[src/rtl/pong_pkg.sv]
// pong_pkg: state encodings, ball result codes and BCD helper shared by the pong stages
package pong_pkg;
  typedef enum logic [1:0] {
    NEWGAME = 2'b00,
    PLAY    = 2'b01,
    NEWBALL = 2'b10,
    OVER    = 2'b11
  } state_t;
  localparam logic [1:0] BALL_NONE   = 2'b00;
  localparam logic [1:0] BALL_P1     = 2'b01;
  localparam logic [1:0] BALL_P2     = 2'b10;
  localparam logic [1:0] BALL_REPLAY = 2'b11;
  function automatic logic [7:0] bcd_dec(input int tens, input int ones);
    return ones == 0 ? {4'(tens - 1), 4'd9} : {4'(tens), 4'(ones - 1)};
  endfunction
endpackage

[src/rtl/bcd2_counter.sv]
// bcd2_counter: two-digit BCD up-counter with sync clear, saturating at 99
module bcd2_counter (
  input  logic       clk,
  input  logic       rst_n,
  input  logic       clr,
  input  logic       inc,
  output logic [3:0] tens,
  output logic [3:0] ones
);
  always_ff @(posedge clk)
    if (!rst_n || clr) begin
      tens <= '0;
      ones <= '0;
    end else if (inc && !(tens == 4'd9 && ones == 4'd9)) begin
      ones <= ones == 4'd9 ? 4'd0 : ones + 4'd1;
      tens <= ones == 4'd9 ? tens + 4'd1 : tens;
    end
endmodule

[src/rtl/pong_score_ctrl.sv]
// pong_score_ctrl: game sequencing FSM, pause timer and BCD score keeping for both players
module pong_score_ctrl
  import pong_pkg::*;
#(
  parameter int WIN_TENS    = 1,
  parameter int WIN_ONES    = 1,
  parameter int DELAY_TICKS = 120
) (
  input  logic       clk,
  input  logic       rst_n,
  input  logic       refr_tick,
  input  logic       start,
  input  logic       p1_miss,
  input  logic       p2_miss,
  output logic [3:0] dig3,
  output logic [3:0] dig2,
  output logic [3:0] dig1,
  output logic [3:0] dig0,
  output logic [1:0] ball,
  output logic       gra_still,
  output logic       game_over,
  output logic [1:0] state
);
  localparam int TW = DELAY_TICKS > 0 ? $clog2(DELAY_TICKS + 1) : 1;
  // score that wins on the next point, compared against pre-increment digits
  localparam logic [7:0] WIN_M1 = bcd_dec(WIN_TENS, WIN_ONES);
  state_t st, st_n;
  logic [TW-1:0] timer, timer_n;
  logic [1:0] ball_n;
  logic clr, inc1, inc2;
  bcd2_counter u_p1 (.clk(clk), .rst_n(rst_n), .clr(clr), .inc(inc1), .tens(dig3), .ones(dig2));
  bcd2_counter u_p2 (.clk(clk), .rst_n(rst_n), .clr(clr), .inc(inc2), .tens(dig1), .ones(dig0));
  always_comb begin
    st_n = st;
    ball_n = ball;
    clr = 1'b0;
    inc1 = 1'b0;
    inc2 = 1'b0;
    case (st)
      NEWGAME: if (start) begin
        clr = 1'b1;
        ball_n = BALL_NONE;
        st_n = PLAY;
      end
      PLAY: if (p1_miss && p2_miss) begin
        ball_n = BALL_REPLAY;
        st_n = NEWBALL;
      end else if (p2_miss) begin
        inc1 = 1'b1;
        ball_n = BALL_P1;
        st_n = {dig3, dig2} == WIN_M1 ? OVER : NEWBALL;
      end else if (p1_miss) begin
        inc2 = 1'b1;
        ball_n = BALL_P2;
        st_n = {dig1, dig0} == WIN_M1 ? OVER : NEWBALL;
      end
      NEWBALL: if (timer == '0 && start) st_n = PLAY;
      default: if (timer == '0) st_n = NEWGAME;
    endcase
    timer_n = (st_n != st && (st_n == NEWBALL || st_n == OVER)) ? TW'(DELAY_TICKS)
            : (refr_tick && timer != '0) ? timer - TW'(1) : timer;
  end
  always_ff @(posedge clk)
    if (!rst_n) begin
      st <= NEWGAME;
      ball <= BALL_NONE;
      timer <= '0;
      gra_still <= 1'b1;
      game_over <= 1'b0;
    end else begin
      st <= st_n;
      ball <= ball_n;
      timer <= timer_n;
      gra_still <= st_n != PLAY;
      game_over <= st_n == OVER;
    end
  assign state = st;
endmodule

[config.mk]
export PLATFORM = sky130hd
export DESIGN_NAME = pong_score_ctrl
export DESIGN_NICKNAME = d
export VERILOG_FILES = /design/src/rtl/pong_pkg.sv /design/src/rtl/bcd2_counter.sv /design/src/rtl/pong_score_ctrl.sv
export SDC_FILE = /design/constraint.sdc
export NUM_CORES = 1
export LEC_CHECK = 0
export BUFFER_PORTS_ARGS = -buffer_cell sky130_fd_sc_hd__buf_4
export CAP_MARGIN = 10
export CELL_PAD_IN_SITES_DETAIL_PLACEMENT = 1
export CELL_PAD_IN_SITES_GLOBAL_PLACEMENT = 2
export CORE_AREA = 2 2 72 74
export DETAILED_ROUTE_END_ITERATION = 8
export DIE_AREA = 0 0 74 76
export PLACE_DENSITY = 0.81
export SYNTH_ARGS = -nofsm -noshare
export SYNTH_HDL_FRONTEND = slang
export SYNTH_HIERARCHICAL = 1
export SYNTH_SLANG_ARGS = --single-unit
[constraint.sdc]
create_clock -name clk -period 2.4 [get_ports clk]
set_clock_uncertainty 0.15 [all_clocks]
set_input_delay 0.24 -clock clk [delete_from_list [all_inputs] [get_ports clk]]
set_output_delay 0.24 -clock clk [all_outputs]
set_load 0.02 [all_outputs]
After elaboration in Yosys (flattened, before gate mapping)
Index checks and enable logic that the tools add are counted. Widths: inputs -> output; s select.

Register bits: 29. Input port bits: 6. Output and inout port bits: 22. Word-level logic and storage cells: 79.

Add/sub/neg operators: 5. Equality and inequality tests: 14. Multiplexer cells: 27. Bitwise operators: 1. Reductions and logical operators: 22.

Operator list (number): $mux 2 (10); $add 4x1->4 const B (4); $eq 4x4->1 const B (4); $eq 8x5->1 const B (2); $mux 7 (2); $mux 1 (11); $logic_and 1x1->1 (8); $mux 4 (2); $logic_not 7->1 (1); $reduce_bool 7->1 (1); $sub 7x1->7 const B (1); $eq 2x2->1 const B (3); $pmux 2 s3 (1); $ne 4x4->1 const B (1); $pmux 2 s2 (1); $reduce_and 2->1 (2); $reduce_bool 2->1 (2); $logic_not 1->1 (3); $reduce_and 3->1 (1); $eq 2x1->1 const B (1); $logic_not 2->1 (1); $logic_or 1x1->1 (2); $ne 2x1->1 const B (1); $ne 2x2->1 (1); other kinds (3) (3).

Longest topological paths before layout
Gate-level depths: netlist of the first run.

Depth in word-level cells: 10. Depth in mapped cells: 7.

Hierarchy
The synthesis of the first run kept the hierarchy.

Modules (own cells, without submodules): bcd2_counter (times used 2, cells each 46, area an instance 410.4 um^2); pong_score_ctrl (times used 1, cells each 77, area an instance 663.1 um^2).

Worst setup path after synthesis of the first run
OpenSTA, ideal clock, no wires.

Path kind: reg2reg. Start point: register st[0] (netlist: state[0]). End point: register u_p2.tens[3]. Data arrival time: 1.926 ns. Data required time: 2.191 ns. Slack: 0.264 ns. Stages on the path, launching flop included: 6. Buffers on the path: 0. Clock period less this slack: 2.136 ns. Path through: dfxtp_1 nand2b_1 nor3b_1 nand3_2 or4_1 nand2_1.

Longest elaborated chain between the ends: 4. Elaborated cells on any way between the ends: 7. Those cells by class: eq/ne (1); mux (2); reduce/logical (4).

RTL lines: start, declared (line pong_score_ctrl.sv:27) `state_t st, st_n;`; start signal, assigned (line pong_score_ctrl.sv:71) `st <= st_n;`; $eq 2x1->1 (line pong_score_ctrl.sv:39) `case (st)`; $mux 1 (line pong_score_ctrl.sv:39); via inc2 (line pong_score_ctrl.sv:30) `logic clr, inc1, inc2;`; $logic_and 1x1->1 (line bcd2_counter.sv:14) `end else if (inc && !(tens == 4'd9 && ones == 4'd9)) begin`; $reduce_and 2->1 (no line); end signal, assigned (line bcd2_counter.sv:16) `tens <= ones == 4'd9 ? tens + 4'd1 : tens;`; end, declared (line bcd2_counter.sv:7) `output logic [3:0] tens,`.

The timed path passes the listed nets, and every way through them passes these cells. A chain may end at the register's enable or synchronous reset.

Worst setup path in the final report of the first run
Start point: register timer[0]. End point: register timer[4].

Longest elaborated chain between the ends: 8. Elaborated cells on any way between the ends: 16. Those cells by class: add/sub (1); eq/ne (3); mux (5); reduce/logical (7).

RTL lines: start, declared (line pong_score_ctrl.sv:28) `logic [TW-1:0] timer, timer_n;`; start signal, assigned (line pong_score_ctrl.sv:73) `timer <= timer_n;`; $logic_not 7->1 (line pong_score_ctrl.sv:57, pong_score_ctrl.sv:58); $logic_and 1x1->1 (line pong_score_ctrl.sv:57) `NEWBALL: if (timer == '0 && start) st_n = PLAY;`; $mux 2 (line pong_score_ctrl.sv:57); $pmux 2 s3 (line pong_score_ctrl.sv:39); $eq 2x2->1 (line pong_score_ctrl.sv:60) `timer_n = (st_n != st && (st_n == NEWBALL || st_n == OVER)) ? TW'(DELAY_TICKS)`; $logic_or 1x1->1 (line pong_score_ctrl.sv:60); $logic_and 1x1->1 (line pong_score_ctrl.sv:60); $mux 7 or $reduce_bool 2->1 (tied branches).

Parallel ways exist; a longest one is shown, timed or not. The select of a mux whose other input is x is not followed.

==> summary.md, run 1 <==
| Metric | Value |
|---|---|
| Status | finished, final reports clean |
| CP Capture Type | flop |
| Achievable Freq | between 400 and 500 MHz |
| Fin Setup TNS | 0 ns |
| CTS Buffer Depth | 2 |
| Leakage | 0.000730 µW |
| CP max-delay cell | or4b_4 |
| Endpoints failing hold | 0 |
| H-tree Lvls | 2 |
| Minimum clock period | about 2.0 ns |
| Die width | about 74 µm |
| Root buffer cell | clkbuf_8 |
| Max Cap Viol | 0 |
| Synth Register Bits | 29 |
| EDFF count, synth | 0 |
| WP data arrival | 2.01 ns |
| Largest stage delay, worst path | about 0.5 ns |
| Worst-path cell chain | inv_1, ha_1, or4b_4, o21a_4, and4bb_1, xnor2_1, a21oi_1 |
| Post-synthesis instance area | about 1500 µm² |
| Slew @ Worst Pin | just over 0.5 ns |
| R2r worst-path depth | 7 |
| Initial antenna violation count | 0 |
| Post-synth top area share | between 30 and 40% |
| # DRC | 0 |
| P&R area growth vs syn | 28.4% |
| Primary FF master, synth | dfxtp_1 |
| Post-synth top cells | dfxtp_1 (29), nor2_1 (17), nand2_1 (14) |
| Hold path cells | 2 |
| # Post-CTS Setup Buffers | 0 |
| Post-CTS Hold Buffers | 0 |
| Die Height | ~76 µm |
| Layout cells sized above 1 | 22.1% |
| Power Density | between 700 and 800 nW/µm² |
| Num CTS Buffers | 5 |
| GRT overflow | 0 |
| DR vias | around 1.3k |
| Syn_area_per_cell | between 8 and 9 µm² |
| Syn_nets | between 150 and 200 |
| Pin count of the biggest net entering global routing | 10 |
| RSZ-0062 raised after global routing | false |
| DRT antenna net count | 0 |
| First-pass DRT Iterations | 4 |
| Period utilization | a little over four fifths |
| Global-route wire length before repair | around 6.4 mm |
| Vias in the first global route | approximately 1.3k |
| Die Footprint | roughly 5600 µm² |
| Resized cells post-CTS | 0 |
| Top-count cell post-synth | dfxtp_1 |
| DP HPWL | 2.71 mm |
| Worst VDD drop | between 300 and 400 µV |
| Routability cong. | between 0.7 and 0.8 |
| Starting Density | a little under a third |
| Mapped Cells | ~170 |
| Worst-path fanout max | 5 |
| Net count reported at finish | ~220 |
| Critical path class | flop to flop |
| Synth top area cells | dfxtp_1 (39%), nor2_1 (4.3%), ha_1 (4.2%) |
| Min-Delay Path Class | input port to flop |
| GRT Total Usage | roughly 15% |
| Antenna diodes | 0 |
| Wirelength per Cell | 13.3 µm |
| Crit path max-delay family | simple AND/OR/NAND/NOR gates |
| Worst path bufs/invs | 1 |
| Synthesis Warnings | 6 |
| CP startpoint kind | flop |
| Detailed Route Iter0 Violations | 45 |
| Fraction of registers with async set or reset after synthesis | 0% |
| Row count | 26 |
| Clk pin slew, worst setup/hold paths | ~0.060 ns |
| IO Pins | 28 |
| Hold slack | 0.0912 ns |
| Post-DR vias/cell | approximately 4.8 |
| Final setup fails | 0 |
| Rel. slew slack | ~66% |
| Register area share after synthesis | roughly two fifths |
| Total wire length | between 3 and 4 mm |
| Worst path depth | 7 |
| CTS Sinks | 29 |
| Skew-Pair Late Insertion Delay | roughly 0.28 ns |
| CTS tree | yes |
| PortBufs | 27 |
| Yosys cell types | 39 |
| Req. time, crit path | 2.40 ns |
| Synth area leader | dfxtp_1 |
| Core Area | between 4000 and 5000 µm² |
| Slew Limit Fails | 0 |
-- path summary, 6_finish.rpt --
kind         startpoint       end  slack, ns
max            timer[0]  timer[4]       0.39
min               rst_n  state[1]       0.09
max reg2reg    timer[0]  timer[4]       0.39
min reg2reg     ball[1]   ball[1]       0.32
-- through the flow --
| step | instance area [µm²] | setup WS (ns) | util (%) | power, µW | std cells |
|---|---|---|---|---|---|
| 2_1_floorplan | 1480 | 0.264 | - | 906 | 169 |
| 3_3_place_gp | 1800 | 0.429 | 36.7 | 1010 | 270 |
| 3_5_place_dp | 1800 | 0.394 | 36.7 | 1010 | 270 |
| 4_1_cts | 1910 | 0.378 | 38.8 | 1480 | 278 |
| 5_1_grt | 1910 | 0.241 | 38.8 | 1550 | 278 |
| 6_report | 1910 | 0.389 | 38.8 | 1450 | 278 |
-- power breakdown --
part | total, µW | internal, µW | switching [µW]
logic | 401 | 193 | 208
clock network | 448 | 259 | 190
registers | 598 | 541 | 57.4
-- cells in the final DEF (no fill, tap or decap), types with 3 or more instances in the layout --
cell,instances
a211oi_1,4
a21oi_1,7
and4bb_1,3
buf_4,31
clkbuf_8,7
dfxtp_1,29
ha_1,5
inv_1,12
mux2i_1,5
nand2_1,14
nand2b_1,3
nand3_1,9
nor2_1,17
nor2b_1,3
nor3_1,5
o211ai_1,3
o21ai_0,8
xnor2_1,5
xor2_1,6
-- cell families (layout without fill, tap and decap cells) --
family,count (synthesis),count (layout),synth area share [%]
compound gates,34,34,15.7
xor+xnor,11,11,6.49
buf+inv,12,51,3.04
fa+ha+maj,5,5,4.22
flops,29,29,39.1
mux,5,5,3.37
simple gates,73,73,28.1
-- flip-flops by register name (all words and copies together), names as in the netlist --
name	flops
gra_still	1
state	2
u_p1/ones	4
u_p2/tens	4
timer	7
game_over	1
u_p2/ones	4
ball	2
u_p1/tens	4
-- area by class of cell --
class                           count  area [µm²]
Fill cell                         607        3010
Sequential cell                    29         581
Clock buffer                        7        96.3
Timing Repair Buffer               31         233
Clock inverter                      1        5.00
Inverter                           12        45.0
Tap cell                           70        87.6
Multi-Input combinational cell    128         858
-- per-layer routing --
metal / wire (µm) / GRT usage [%] / vias up
met1: 1860 / 20.4 / 628
met5: 0 / 0 / -
met4: 49 / 4.36 / 0
li1: - / - / 681
met3: 118 / 4.89 / 5
met2: 1690 / 21.6 / 22
Power figures use the tool's default switching activity.
==> inputs of run 2 (changes only) <==
==> constraint.sdc (replaced) <==
create_clock -name clk -period 1.91 [get_ports clk]
set_clock_uncertainty 0.15 [all_clocks]
set_input_delay 0.191 -clock clk [delete_from_list [all_inputs] [get_ports clk]]
set_output_delay 0.191 -clock clk [all_outputs]
set_load 0.02 [all_outputs]
==> run 2 against run 1 <==
Sequential share of layout area decreased by 1.9 points. Largest power group unchanged. Utilization increased by 2.7 points. Combinational power increased by 79%. Clock power increased by 9.2%. Global-route usage increased by 0.14 points. First-iteration DRC count decreased by 2.2%. Hold slack got worse by 0.046 ns. Power increased by 35%.
==> summary.md, run 2 (synthesis gave the netlist of run 1 again) <==
| Metric | Value |
|---|---|
| Req. time, crit path | 1.97 ns (-0.43 ns) |
| Die width | 74 µm (unchanged) |
| Num CTS Buffers | 5 (unchanged) |
| Fin Setup TNS | 0 ns (unchanged) |
| Clk pin slew, worst setup/hold paths | 0.06 ns (about the same) |
| Initial antenna violation count | 0 (unchanged) |
| Wirelength per Cell | 13.0 µm (-2.8%) |
| Global-route wire length before repair | 6.46 mm (+0.64%) |
| Minimum clock period | 1.89 ns (-0.118 ns) |
| Post-Layout Cell Count | 293 (+5.4%) |
| Worst Hold End | state[1] |
| Post-CTS Hold Buffers | 0 (unchanged) |
| # DRC | 0 (unchanged) |
| Commonest non-fill, non-tap cell in the layout | buf_4 |
| CTS Sinks | 29 (unchanged) |
| Hold_sp | rst_n |
| Power Density | 958 nW/µm² (+26%) |
| GRT Total Usage | 14.9% (+0.14 points) |
| Reg2Reg Setup Slack | 0.02 ns (-0.37 ns) |
| Post-DR vias/cell | 4.82 (+0.35%) |
| PortBufs | 27 (unchanged) |
| Slew Limit Fails | 0 (unchanged) |
| Endpoints failing hold | 0 (unchanged) |
| First-pass DRT Iterations | 4 (unchanged) |
| Placed cell areas | 1910 µm² (+6.0%) |
| R2r worst-path depth | 7 (unchanged) |
| Die Height | 76 µm (unchanged) |
| Pin count of the biggest net entering global routing | 10 (unchanged) |
| Min-Delay Path Class | input port to flop |
| CP Capture Type | flop |
| Fin util | 41.5% (+2.7 points) |
| Root buffer cell | clkbuf_8 |
| Worst VDD drop | 585 µV (+57%) |
| Commonest cells after routing, fill and taps aside | buf_4 (45), dfxtp_1 (27), nor2_1 (17) |
| Cell-internal power | 1310 µW (+32%) |
| Sw power | 637 µW (+40%) |
| Die Footprint | 5620 µm² (unchanged) |
| IO Pins | 28 (unchanged) |
| Period utilization | 99.1% (+15 points) |
| DR vias | 1,413 (+5.8%) |
| Critical path class | flop to flop |
| CTS Buffer Depth | 2 (unchanged) |
| Rel. slew slack | 72.8% (+6.9 points) |
| Fill cell count | 595 (-2.0%) |
| Combinational share of power | 36.8% (+9.1 points) |
| Net Sw Frac | 32.7% (+1.2 points) |
| Hold path cells | 2 (unchanged) |
| Most flops, register | timer |
| Status | finished, final reports clean |
| Skew-Pair Late Insertion Delay | 0.28 ns (about the same) |
| DRT antenna net count | 0 (unchanged) |
| H-tree Lvls | 2 (unchanged) |
| Total wire length | 3.80 mm (+2.5%) |
| Core Area | 4910 µm² (unchanged) |
| Row count | 26 (unchanged) |
| DP HPWL | 2.81 mm (+3.7%) |
| Slew @ Worst Pin | 0.405 ns (-0.105 ns) |
| Clock Power Share | 25.1% (-5.9 points) |
| Post-route cell area | 2040 µm² (+7.0%) |
| Seq. cell area | 583 µm² (+0.43%) |
| Multi-input logic area | 893 µm² (+4.1%) |
| Detailed Route Iter0 Violations | 44 (-2.2%) |
| Achievable Freq | 528 MHz (+6.2%) |
| Max Cap Viol | 0 (unchanged) |
| Max FFs per register | 7 (unchanged) |
| RR Startpoint | timer[1] |
| Routability cong. | 0.757 (+4.9%) |
| Antenna diodes | 0 (unchanged) |
| CP startpoint kind | flop |
| Leakage | 0.000800 µW (+9.6%) |
| Critical R2R Capture | timer[4] |
| Layout cells sized above 1 | 30.0% (+7.9 points) |
| Net count reported at finish | 233 (+6.9%) |
| Hold slack | 0.0450 ns (-0.0462 ns) |
| RSZ-0062 raised after global routing | true |
| Worst-path fanout max | 5 (unchanged) |
| P&R area growth vs syn | 37.4% |
| Share of power burned in registers | 38.1% (-3.2 points) |
| Starting Density | 30.2% (unchanged) |
| WP data arrival | 1.95 ns (-0.06 ns) |
| CTS tree | yes |
| GRT overflow | 0 (unchanged) |
| Vias in the first global route | 1,378 (+7.7%) |
| Cells after DPL | 283 (+4.8%) |
| Final setup fails | 0 (unchanged) |
-- run 2: what timing repair did --
item | in CTS | in global routing
gates resized for setup | 6 | 4
endpoints found under the setup margin | 5 | 4
pin swaps | 6 | 6
buffers inserted | 1 | 1
-- run 2: critical path: stages (launching register included) --
cell      delay (ns)
dfxtp_2         0.32
inv_2           0.06
ha_4            0.12
or4b_4          0.50
o21a_4          0.22
and4bb_1        0.19
xnor2_1         0.12
a21oi_1         0.14
-- run 2: metal layers --
metal	up-vias	wire, µm	GRT usage [%]	share of wire (%)
li1	711	-	-	-
met1	675	1850	19.6	49
met2	21	1750	21.5	46
met3	6	142	5.42	3.7
met4	0	67	6.55	1.8
met5	-	0	0	0
-- run 2: worst max-delay path by stage --
stage	start	endpoint	slack [ns]	depth (start not counted)
after CTS	timer[0]	timer[4]	-0.02	7
final	timer[1]	timer[4]	0.02	7
after global placement	timer[0]	timer[4]	0.01	7
after global routing	timer[0]	timer[5]	-0.05	7
after floorplan	state[0]	u_p2/tens[3]	-0.03	5
after detailed placement	timer[0]	timer[4]	-0.06	7
-- run 2: layout make-up --
type                            instances  share of cell area (%)
Sequential cell                        29                    28.6
Multi-Input combinational cell        128                    43.8
Timing Repair Buffer                   46                    17.1
Inverter                               12                    2.21
Tap cell                               70                    4.30
Clock buffer                            8                    3.93
-- run 2: power groups by stage --
| stage | registers [µW] | clock network [µW] | logic, µW |
|---|---|---|---|
| after floorplan | 767 | 0 | 372 |
| after detailed placement | 749 | 0 | 608 |
| after global routing | 754 | 541 | 794 |
| after CTS | 744 | 516 | 655 |
| after global placement | 745 | 0 | 589 |
| final | 745 | 489 | 718 |
-- run 2: metrics by stage --
stage	total power, µW	worst slack, ns
2_1_floorplan	1140	-0.0297
3_3_place_gp	1330	0.0127
3_5_place_dp	1360	-0.0616
4_1_cts	1910	-0.0183
5_1_grt	2090	-0.0464
6_report	1950	0.0174
==> inputs of run 3 (changes only) <==
--- a/config.mk
+++ b/config.mk
@@ -13,6 +13,7 @@
 export DETAILED_ROUTE_END_ITERATION = 8
 export DIE_AREA = 0 0 74 76
 export PLACE_DENSITY = 0.81
+export REMOVE_ABC_BUFFERS = 1
 export SYNTH_ARGS = -nofsm -noshare
 export SYNTH_HDL_FRONTEND = slang
 export SYNTH_HIERARCHICAL = 1
==> run 3 against run 2 <==
Global-route usage down 0.60 points. Clock power down 4.3%. Power about the same. Register-to-register slack about the same. Critical endpoint unchanged. Largest power group unchanged.
==> summary.md, run 3 (synthesis gave the netlist of run 1 again) <==
| Metric | Value |
|---|---|
| DRT antenna net count | 0 (unchanged) |
| Power Density | 960 nW/µm² (+0.23%) |
| Final setup fails | 0 (unchanged) |
| Period utilization | 99.2% (about the same) |
| CP startpoint kind | flop |
| Reg2Reg Setup Slack | 0.02 ns (about the same) |
| Wirelength per Cell | 12.8 µm (-1.3%) |
| Combinational share of power | 37.8% (+1.0 points) |
| Root buffer cell | clkbuf_8 |
| Clock Power Share | 23.9% (-1.2 points) |
| Worst VDD drop | 746 µV (+28%) |
| Rel. slew slack | 64.8% (-8.1 points) |
| Max FFs per register | 7 (unchanged) |
| Die Footprint | 5620 µm² (unchanged) |
| CTS tree | yes |
| Core Area | 4910 µm² (unchanged) |
| Detailed Route Iter0 Violations | 23 (-48%) |
| Critical R2R Capture | timer[4] |
| P&R area growth vs syn | 37.1% |
| Clk pin slew, worst setup/hold paths | 0.06 ns (about the same) |
| Placed cell areas | 1870 µm² (-2.1%) |
| Post-Layout Cell Count | 289 (-1.4%) |
| CTS Sinks | 29 (unchanged) |
| Routability cong. | 0.732 (-3.3%) |
| IO Pins | 28 (unchanged) |
| Slew Limit Fails | 0 (unchanged) |
| Antenna diodes | 0 (unchanged) |
| Fin util | 41.4% (-0.076 points) |
| Die Height | 76 µm (unchanged) |
| Starting Density | 30.2% (unchanged) |
| RR Startpoint | timer[0] |
| Die width | 74 µm (unchanged) |
| Post-CTS Hold Buffers | 0 (unchanged) |
| GRT overflow | 0 (unchanged) |
| Minimum clock period | 1.89 ns (+0.00126 ns) |
| Critical path class | flop to flop |
| Endpoints failing hold | 0 (unchanged) |
| PortBufs | 27 (unchanged) |
| Total wire length | 3.70 mm (-2.7%) |
| Worst-path fanout max | 5 (unchanged) |
| R2r worst-path depth | 7 (unchanged) |
| Max Cap Viol | 0 (unchanged) |
| Cell-internal power | 1320 µW (+0.38%) |
| Leakage | 0.000798 µW (-0.21%) |
| Worst setup path end | timer[4] |
| Net count reported at finish | 231 (-0.86%) |
| Skew-Pair Late Insertion Delay | 0.28 ns (about the same) |
| Slew @ Worst Pin | 0.527 ns (+0.122 ns) |
| DP HPWL | 2.73 mm (-2.8%) |
| CTS Buffer Depth | 2 (unchanged) |
| Post-DR vias/cell | 4.75 (-1.5%) |
| Cells after DPL | 279 (-1.4%) |
| Num CTS Buffers | 5 (unchanged) |
| WP data arrival | 1.89 ns (-0.06 ns) |
| CP Capture Type | flop |
| Layout cells sized above 1 | 31.5% (+1.5 points) |
| Global-route wire length before repair | 6.20 mm (-3.9%) |
| GRT Total Usage | 14.3% (-0.60 points) |
| Critical path origin | timer[0] |
| Row count | 26 (unchanged) |
| Vias in the first global route | 1,360 (-1.3%) |
| Initial antenna violation count | 0 (unchanged) |
| Share of power burned in registers | 38.3% (+0.2 points) |
| H-tree Lvls | 2 (unchanged) |
| Pin count of the biggest net entering global routing | 10 (unchanged) |
| Min-Delay Path Class | input port to flop |
| Most flops, register | timer |
| Commonest non-fill, non-tap cell in the layout | buf_4 |
| # DRC | 0 (unchanged) |
| Post-route cell area | 2030 µm² (-0.18%) |
| Achievable Freq | 528 MHz (about the same) |
| Sw power | 633 µW (-0.62%) |
| RSZ-0062 raised after global routing | true |
| DR vias | 1,373 (-2.8%) |
| First-pass DRT Iterations | 3 (-1) |
| Status | finished, final reports clean |
| Req. time, crit path | 1.91 ns (-0.06 ns) |
| Hold slack | 0.0410 ns (-0.00401 ns) |
| Commonest cells after routing, fill and taps aside | buf_4 (43), dfxtp_1 (27), nor2_1 (17) |
| Net Sw Frac | 32.4% (-0.22 points) |
==> run 3: metal layers <==
metal | track usage [%] | vias up | part of all wire (%)
met3 | 3.97 | 7 | 3.2
met5 | 0 | - | 0
li1 | - | 704 | -
met4 | 6.55 | 0 | 1.9
met2 | 21.3 | 22 | 44
met1 | 18.9 | 640 | 50
==> run 3: what timing repair did <==
action / 4_1_cts / 5_1_grt
endpoints found under the hold margin: 0 / 0
buffers inserted: 2 / 2
gates resized for setup: 7 / 8
pin swaps: 5 / 5
endpoints found under the setup margin: 2 / 7
==> run 3: cell type report <==
type,instances,area (µm²)
Fill cell,599,2880
Multi-Input combinational cell,128,911
Sequential cell,29,583
Timing Repair Buffer,44,334
Tap cell,70,87.6
Clock buffer,5,68.8
Inverter,12,45.0
Clock inverter,1,5.00
==> run 3: metrics by stage <==
stage / setup WS (ns) / total power [µW] / setup TNS (ns)
after detailed placement: -0.0138 / 1350 / -0.0138
final: 0.0161 / 1950 / 0
after global routing: -0.0414 / 2080 / -0.0846
after floorplan: -0.226 / 1140 / -0.427
after global placement: 0.0248 / 1340 / 0
after CTS: -0.0165 / 1890 / -0.0165
==> run 3: worst min path at each step <==
| stage | start | endpoint | slack [ns] | cells after the start |
|---|---|---|---|---|
| 2_1_floorplan | rst_n | state[1] | 0.17 | 1 |
| 3_5_place_dp | ball[1] | ball[1] | 0.32 | 2 |
| 5_1_grt | rst_n | state[1] | 0.05 | 2 |
| 6_report | rst_n | state[1] | 0.04 | 2 |
| 4_1_cts | rst_n | state[1] | 0.03 | 2 |
| 3_3_place_gp | ball[1] | ball[1] | 0.32 | 2 |
==> run 3: power groups by stage <==
stage / clock (µW) / combinational (µW) / sequential (µW)
global placement: 0 / 593 / 750
floorplan: 0 / 371 / 767
finish: 468 / 738 / 747
detailed placement: 0 / 603 / 749
global route: 509 / 810 / 758
CTS: 486 / 667 / 743
==> run 3: worst max-delay path: stages (launching register included) <==
cell and delay [ns]:
dfxtp_2 0.32, inv_2 0.06, ha_4 0.13, or4b_4 0.49, o21a_4 0.22, and4bb_1 0.19
xnor2_1 0.13, a21oi_1 0.07
